[src/rtl/mem_access_unit_pkg.sv]
// Shared MEM-stage definitions: FSM encodings, access sizes, byte-enable patterns and
// the small helpers that turn a decoded access into bus-side controls.
package mem_access_unit_pkg;

   localparam logic [1:0] IDLE   = 2'd0;
   localparam logic [1:0] ACCESS = 2'd1;
   localparam logic [1:0] DONE   = 2'd2;

   typedef enum logic [1:0] {
      SizeWord = 2'd0,
      SizeHalf = 2'd1,
      SizeByte = 2'd2
   } accSize_t;

   // Big-endian lanes: lane 0 is bits 31:24, i.e. enable bit 3.
   localparam logic [3:0] BE_BYTE0 = 4'b1000;
   localparam logic [3:0] BE_BYTE1 = 4'b0100;
   localparam logic [3:0] BE_BYTE2 = 4'b0010;
   localparam logic [3:0] BE_BYTE3 = 4'b0001;
   localparam logic [3:0] BE_HALF0 = 4'b1100;
   localparam logic [3:0] BE_HALF1 = 4'b0011;
   localparam logic [3:0] BE_WORD  = 4'b1111;

   function automatic logic isMisaligned(accSize_t size, logic [1:0] offset);
      case (size)
         SizeHalf: return offset[0];
         SizeWord: return offset != 2'b00;
         default:  return 1'b0;
      endcase
   endfunction

   function automatic logic [3:0] byteEnable(accSize_t size, logic [1:0] offset);
      case (size)
         SizeByte: begin
            case (offset)
               2'd0:    return BE_BYTE0;
               2'd1:    return BE_BYTE1;
               2'd2:    return BE_BYTE2;
               default: return BE_BYTE3;
            endcase
         end
         SizeHalf: return offset[1] ? BE_HALF1 : BE_HALF0;
         default:  return BE_WORD;
      endcase
   endfunction

   function automatic logic [31:0] storeLanes(accSize_t size, logic [31:0] data);
      case (size)
         SizeByte: return {4{data[7:0]}};
         SizeHalf: return {2{data[15:0]}};
         default:  return data;
      endcase
   endfunction

endpackage

[src/rtl/load_align.sv]
// Load lane extraction: picks the addressed byte/halfword out of a big-endian bus word
// and sign- or zero-extends it to 32 bits.
module load_align
   import mem_access_unit_pkg::*;
(
   input  logic [31:0] memData,
   input  logic [1:0]  offset,
   input  accSize_t    size,
   input  logic        signExt,
   output logic [31:0] result
);

   logic [7:0]  byteLane;
   logic [15:0] halfLane;

   always_comb begin
      case (offset)
         2'd0:    byteLane = memData[31:24];
         2'd1:    byteLane = memData[23:16];
         2'd2:    byteLane = memData[15:8];
         default: byteLane = memData[7:0];
      endcase
      halfLane = offset[1] ? memData[15:0] : memData[31:16];
      case (size)
         SizeByte: result = {{24{signExt & byteLane[7]}}, byteLane};
         SizeHalf: result = {{16{signExt & halfLane[15]}}, halfLane};
         default:  result = memData;
      endcase
   end

endmodule

[src/rtl/mem_access_unit.sv]
// MEM-stage load/store unit: runs one decoded access as a handshaked word-bus transaction,
// stalling the pipeline until the memory answers or the access times out.
module mem_access_unit
   import mem_access_unit_pkg::*;
#(
   parameter int unsigned TIMEOUT_CYCLES = 255,
   parameter int unsigned CNT_WIDTH      = 8
) (
   input  logic        clock,
   input  logic        reset,
   input  logic        MemRead,
   input  logic        MemWrite,
   input  logic        MemByte,
   input  logic        MemHalf,
   input  logic        MemSignExt,
   input  logic [31:0] Address,
   input  logic [31:0] WriteData,
   input  logic        Flush,
   input  logic        Mem_Hold,
   input  logic [31:0] DataMem_In,
   input  logic        DataMem_Ready,
   output logic [29:0] DataMem_Addr,
   output logic        DataMem_Read,
   output logic [3:0]  DataMem_Write,
   output logic [31:0] DataMem_Out,
   output logic [31:0] ReadData,
   output logic        Mem_Stall,
   output logic        Exc_AdEL,
   output logic        Exc_AdES,
   output logic        Bus_Error
);

   localparam logic [CNT_WIDTH-1:0] CntLast = CNT_WIDTH'(TIMEOUT_CYCLES - 1);

   logic [1:0]           stateQ, stateD;
   logic [CNT_WIDTH-1:0] cntQ, cntD;
   logic [29:0]          addrQ, addrD;
   logic [3:0]           beQ, beD;
   logic [31:0]          dataQ, dataD;
   logic                 readQ, readD;
   accSize_t             sizeQ, sizeD;
   logic [1:0]           offsetQ, offsetD;
   logic                 signQ, signD;
   logic [31:0]          readDataQ, readDataD;
   logic                 adelQ, adelD, adesQ, adesD, busErrQ, busErrD;

   accSize_t    reqSize;
   logic        req, isLoad, misaligned;
   logic [31:0] loadResult;

   assign req        = (MemRead | MemWrite) & ~Flush;
   assign isLoad     = ~MemWrite;  // a store wins when both strobes are set
   assign reqSize    = MemByte ? SizeByte : (MemHalf ? SizeHalf : SizeWord);
   assign misaligned = isMisaligned(reqSize, Address[1:0]);

   load_align uLoadAlign (
      .memData (DataMem_In),
      .offset  (offsetQ),
      .size    (sizeQ),
      .signExt (signQ),
      .result  (loadResult)
   );

   always_comb begin
      stateD    = stateQ;
      cntD      = cntQ;
      addrD     = addrQ;
      beD       = beQ;
      dataD     = dataQ;
      readD     = readQ;
      sizeD     = sizeQ;
      offsetD   = offsetQ;
      signD     = signQ;
      readDataD = readDataQ;
      adelD     = 1'b0;
      adesD     = 1'b0;
      busErrD   = 1'b0;
      case (stateQ)
         IDLE: begin
            if (req && misaligned) begin
               adelD = isLoad;
               adesD = ~isLoad;
            end else if (req) begin
               stateD  = ACCESS;
               cntD    = '0;
               addrD   = Address[31:2];
               beD     = isLoad ? 4'b0000 : byteEnable(reqSize, Address[1:0]);
               dataD   = storeLanes(reqSize, WriteData);
               readD   = isLoad;
               sizeD   = reqSize;
               offsetD = Address[1:0];
               signD   = MemSignExt;
            end
         end
         ACCESS: begin
            if (DataMem_Ready) begin
               stateD = DONE;
               if (readQ) readDataD = loadResult;
            end else if (cntQ == CntLast) begin
               stateD    = DONE;
               busErrD   = 1'b1;
               readDataD = '0;
            end else begin
               cntD = cntQ + 1'b1;
            end
         end
         DONE: begin
            if (!Mem_Hold) stateD = IDLE;
         end
         default: stateD = IDLE;
      endcase
   end

   always_ff @(posedge clock) begin
      if (reset) begin
         stateQ    <= IDLE;
         cntQ      <= '0;
         addrQ     <= '0;
         beQ       <= '0;
         dataQ     <= '0;
         readQ     <= 1'b0;
         sizeQ     <= SizeWord;
         offsetQ   <= '0;
         signQ     <= 1'b0;
         readDataQ <= '0;
         adelQ     <= 1'b0;
         adesQ     <= 1'b0;
         busErrQ   <= 1'b0;
      end else begin
         stateQ    <= stateD;
         cntQ      <= cntD;
         addrQ     <= addrD;
         beQ       <= beD;
         dataQ     <= dataD;
         readQ     <= readD;
         sizeQ     <= sizeD;
         offsetQ   <= offsetD;
         signQ     <= signD;
         readDataQ <= readDataD;
         adelQ     <= adelD;
         adesQ     <= adesD;
         busErrQ   <= busErrD;
      end
   end

   assign DataMem_Addr  = addrQ;
   assign DataMem_Read  = (stateQ == ACCESS) & readQ;
   assign DataMem_Write = (stateQ == ACCESS) ? beQ : 4'b0000;
   assign DataMem_Out   = dataQ;
   assign ReadData      = readDataQ;
   // Stall starts in the issue cycle so EX/MEM holds the instruction while it is registered.
   assign Mem_Stall     = (stateQ == ACCESS) | ((stateQ == IDLE) & req & ~misaligned);
   assign Exc_AdEL      = adelQ;
   assign Exc_AdES      = adesQ;
   assign Bus_Error     = busErrQ;

endmodule

[config.mk]
export PLATFORM = sky130hd
export DESIGN_NAME = mem_access_unit
export DESIGN_NICKNAME = d
export VERILOG_FILES = /design/src/rtl/mem_access_unit_pkg.sv /design/src/rtl/load_align.sv /design/src/rtl/mem_access_unit.sv
export SDC_FILE = /design/constraint.sdc
export NUM_CORES = 1
export LEC_CHECK = 0
export CORE_MARGIN = 3
export CORE_UTILIZATION = 30
export CTS_CLUSTER_SIZE = 14
export DETAILED_ROUTE_END_ITERATION = 12
export GPL_ROUTABILITY_DRIVEN = 0
export PLACE_DENSITY = 0.63
export SLEW_MARGIN = 20
export SYNTH_ARGS = -nofsm -noshare
export SYNTH_HDL_FRONTEND = slang
export SYNTH_HIERARCHICAL = 1
export SYNTH_SLANG_ARGS = --single-unit
[constraint.sdc]
create_clock -name clock -period 4.1 [get_ports clock]
set_clock_uncertainty 0.2 [all_clocks]
set_input_delay 0.82 -clock clock [delete_from_list [all_inputs] [get_ports clock]]
set_output_delay 0.82 -clock clock [all_outputs]
set_load 0.03 [all_outputs]
==> run_results.csv <==
group,metric,value,unit
die,die_area,19000,um2
die,pin_count,209,
drt,drtIter0Drc,303,
grt,grt_remaining_overflow,0,
clock_network,cts_sinks,117,
clock_network,clk_pin_slew,50,ps
drt,drtAntennaViolNets,0,
synth,avgSynthCellArea,7.96,um2
synth,synth_edf_count,0,
drt,drc,0,
die,die_y,138,um
clock_network,cts_resized,0,
synth,synth_flop_cell,"dfxtp_1",
timing,setup_violations,0,
grt,met1_usage,0.230,
job,maxCapViolations,0,
timing,finalSetupTns,0,ps
drt,wl_per_cell,16.2,um
critical_path,cp-start-kind,"input port",
timing,drv_slew,0,
drt,first_pass_iters,5,
place,dpl_cell_area,7410,um2
synth,async_flop_share,0,
synth,syn_nets,765,
critical_path,path_max_fanout,5,
timing,fin_crit,3280,ps
die,coreArea,16800,um2
critical_path,end_kind,"output port",
cells_and_area,antenna_cells,0,
grt,grt_pass1_vias,5039,
critical_path,worst_path_max_delay_cell,"clkdlybuf4s50_1",
cells_and_area,multi_input_area,2560,um2
critical_path,cp_top_family,"buffers and inverters",
timing,worst_pin_slew,701,ps
critical_path,cpPeakStageDelay,490,ps
critical_path,path_class,"input port to output port",
die,start_util,0.310,
timing,hold_violations,0,
grt,grt_pass1_wl,26700,um
worst_hold_path,worstHoldPathType,"flop to flop",
critical_path,cp_data_arrival_time,2260,ps
critical_path,cp_num_buf_inv,2,
synth,synth_area,5210,um2
grt,grtUsageMet2,0.278,
timing,grt_setup_unrepaired,"false",
clock_network,cts_buffer_depth,2,
synth,yosys_register_bits,117,
drt,avgViaCountPerCell,4.92,
grt,track_usage,0.182,
synth,yosys_warnings,6,
die,std_cell_rows,47,
grt,grt-busiest-layer,"met2",
drt,vias,5274,
cells_and_area,drive_gt1_frac,0.0715,
drt,drt_wl_total,17400,um
cells_and_area,synthToLayoutAreaGrowth,53.3,%
die,die_w,138,um
timing,max_freq,304,MHz
clock_network,clock_latency,410,ps
clock_network,cts_root_buf,"clkbuf_16",
place,port_buffers,208,
synth,yosysSeqAreaShare,0.449,
outcome,run_status,"complete, no violations",
synth,ys_types,44,
clock_network,cts_buffers,17,
clock_network,cts.htree.levels,4,
power,vdd_ir_drop_max,0.000282,V
cells_and_area,layout.nets,951,
cells_and_area,seqCellArea,2340,um2
power,p_leak,2.92,nW
critical_path,required,3080,ps
place,dpl.hpwl,12200,um
critical_path,path_cells,"clkdlybuf4s50_1 -> nor2b_1 -> o21ai_1 -> nand2_2 -> nand2_1 -> buf_12",
timing,maxSlewHeadroom,0.531,
clock_network,cts_tree,"yes",
synth,syn_inst,655,
cells_and_area,design_area,7990,um2
grt,grtUsageMet3,0.0877,
cells_and_area,fillers,1673,
timing,fin_crit_sh,0.801,
clock_network,cts_hold_buf,0,
grt,antenna_found_initial,0,
clock_network,cts_setup_buffers,0,
grt,grt_max_degree,72,
power,power_density,403,nW/um2
[layout by cell type, fill, tap and decap left out, types with 7 or more instances in the layout]
cell	count
clkdlybuf4s50_1	206
nand2_1	153
dfxtp_1	117
a21oi_1	81
nor2_1	55
a22oi_1	32
o21ai_0	23
nand3_1	22
clkbuf_16	17
a311oi_1	16
inv_1	15
nor2b_1	12
buf_4	10
mux2i_1	8
mux2_2	8
a32oi_1	8
o22ai_1	7
[per-stage QoR]
| stage | total power [W] | utilization | cells | worst slack [ps] | hold WS [ps] |
|---|---|---|---|---|---|
| after floorplan | 0.00154 | - | 655 | 1140 | 227 |
| after global placement | 0.00179 | 0.441 | 1042 | 829 | 235 |
| after detailed placement | 0.00179 | 0.441 | 1042 | 799 | 241 |
| after CTS | 0.00326 | 0.475 | 1073 | 798 | 248 |
| after global routing | 0.00337 | 0.475 | 1073 | 686 | 265 |
| final | 0.00322 | 0.475 | 1073 | 815 | 246 |
[per-layer routing]
layer	share of wire	routed length [um]
met1	0.41	7180
met2	0.45	7860
met3	0.12	2160
met4	0.013	221
met5	0	0
[where the power goes]
group	total (W)	switching (W)	internal, W
registers	0.00122	0.0000293	0.00119
logic	0.000550	0.000300	0.000250
clock network	0.00146	0.000524	0.000931
[worst reg2reg max path: cells and delay by family (launching register included)]
family	cells	cell delay [ps]
AOI/OAI and AO/OA	2	780
adders and majority gates	1	680
and+or+nand+nor	3	450
DFF	1	360
buffers and inverters	1	60
[worst paths after layout]
check | slack [ps] | from | depth (start not counted) | to
max reg2reg | 1450 | sizeQ[0]$_SDFFE_PP0P_ | 7 | ReadData[16]$_SDFFE_PP0P_
min | 250 | beQ[1]$_SDFFE_PP0P_ | 2 | beQ[1]$_SDFFE_PP0P_
min reg2reg | 250 | beQ[1]$_SDFFE_PP0P_ | 2 | beQ[1]$_SDFFE_PP0P_
max | 820 | Address[1] | 6 | Mem_Stall
[flip-flops by register name, indices dropped and copies added (netlist names)]
name and count:
Exc_AdES 1, readQ 1, DataMem_Out 32, stateQ 2
ReadData 32, signQ 1, DataMem_Addr 30, cntQ 8
Exc_AdEL 1, sizeQ 2, Bus_Error 1, beQ 4
offsetQ 2
[layout make-up]
class                   instances  area share
well taps                     220      0.0345
clock inverters                10      0.0132
repair buffers                218       0.272
clock buffers                  21      0.0589
inverters                      15     0.00705
multi-input cells             472       0.321
flip-flops and latches        117       0.293
[synth_stat cells, types with 4 or more instances]
master / number / area [um2]
dfxtp_1: 117 / 2340
a22oi_1: 32 / 240
nand3_1: 22 / 110
a311oi_1: 16 / 140
buf_2: 9 / 45.0
nor2b_1: 12 / 75.1
and2_1: 6 / 37.5
or3_1: 6 / 37.5
mux2_2: 8 / 90.1
ha_1: 4 / 50.1
nand2_1: 154 / 578
o21ai_0: 23 / 115
a21oi_1: 81 / 405
clkbuf_1: 33 / 124
inv_1: 15 / 56.3
a32oi_1: 8 / 70.1
nor2_1: 56 / 210
mux2i_1: 8 / 80.1
o22ai_1: 7 / 43.8
buf_6: 6 / 67.6
[kinds of logic (layout without fill, tap and decap cells)]
| family | count (synthesis) | after routing | synth area share |
|---|---|---|---|
| multiplexers | 17 | 17 | 0.0355 |
| XOR/XNOR | 1 | 1 | 0.00168 |
| flip-flops | 117 | 117 | 0.449 |
| AND/OR/NAND/NOR | 273 | 273 | 0.230 |
| buffers and inverters | 66 | 264 | 0.0598 |
| adder cells (fa/ha/maj) | 4 | 4 | 0.00960 |
| AO/OA/AOI/OAI | 177 | 177 | 0.214 |
No activity file was read; power rests on OpenSTA's default activity.
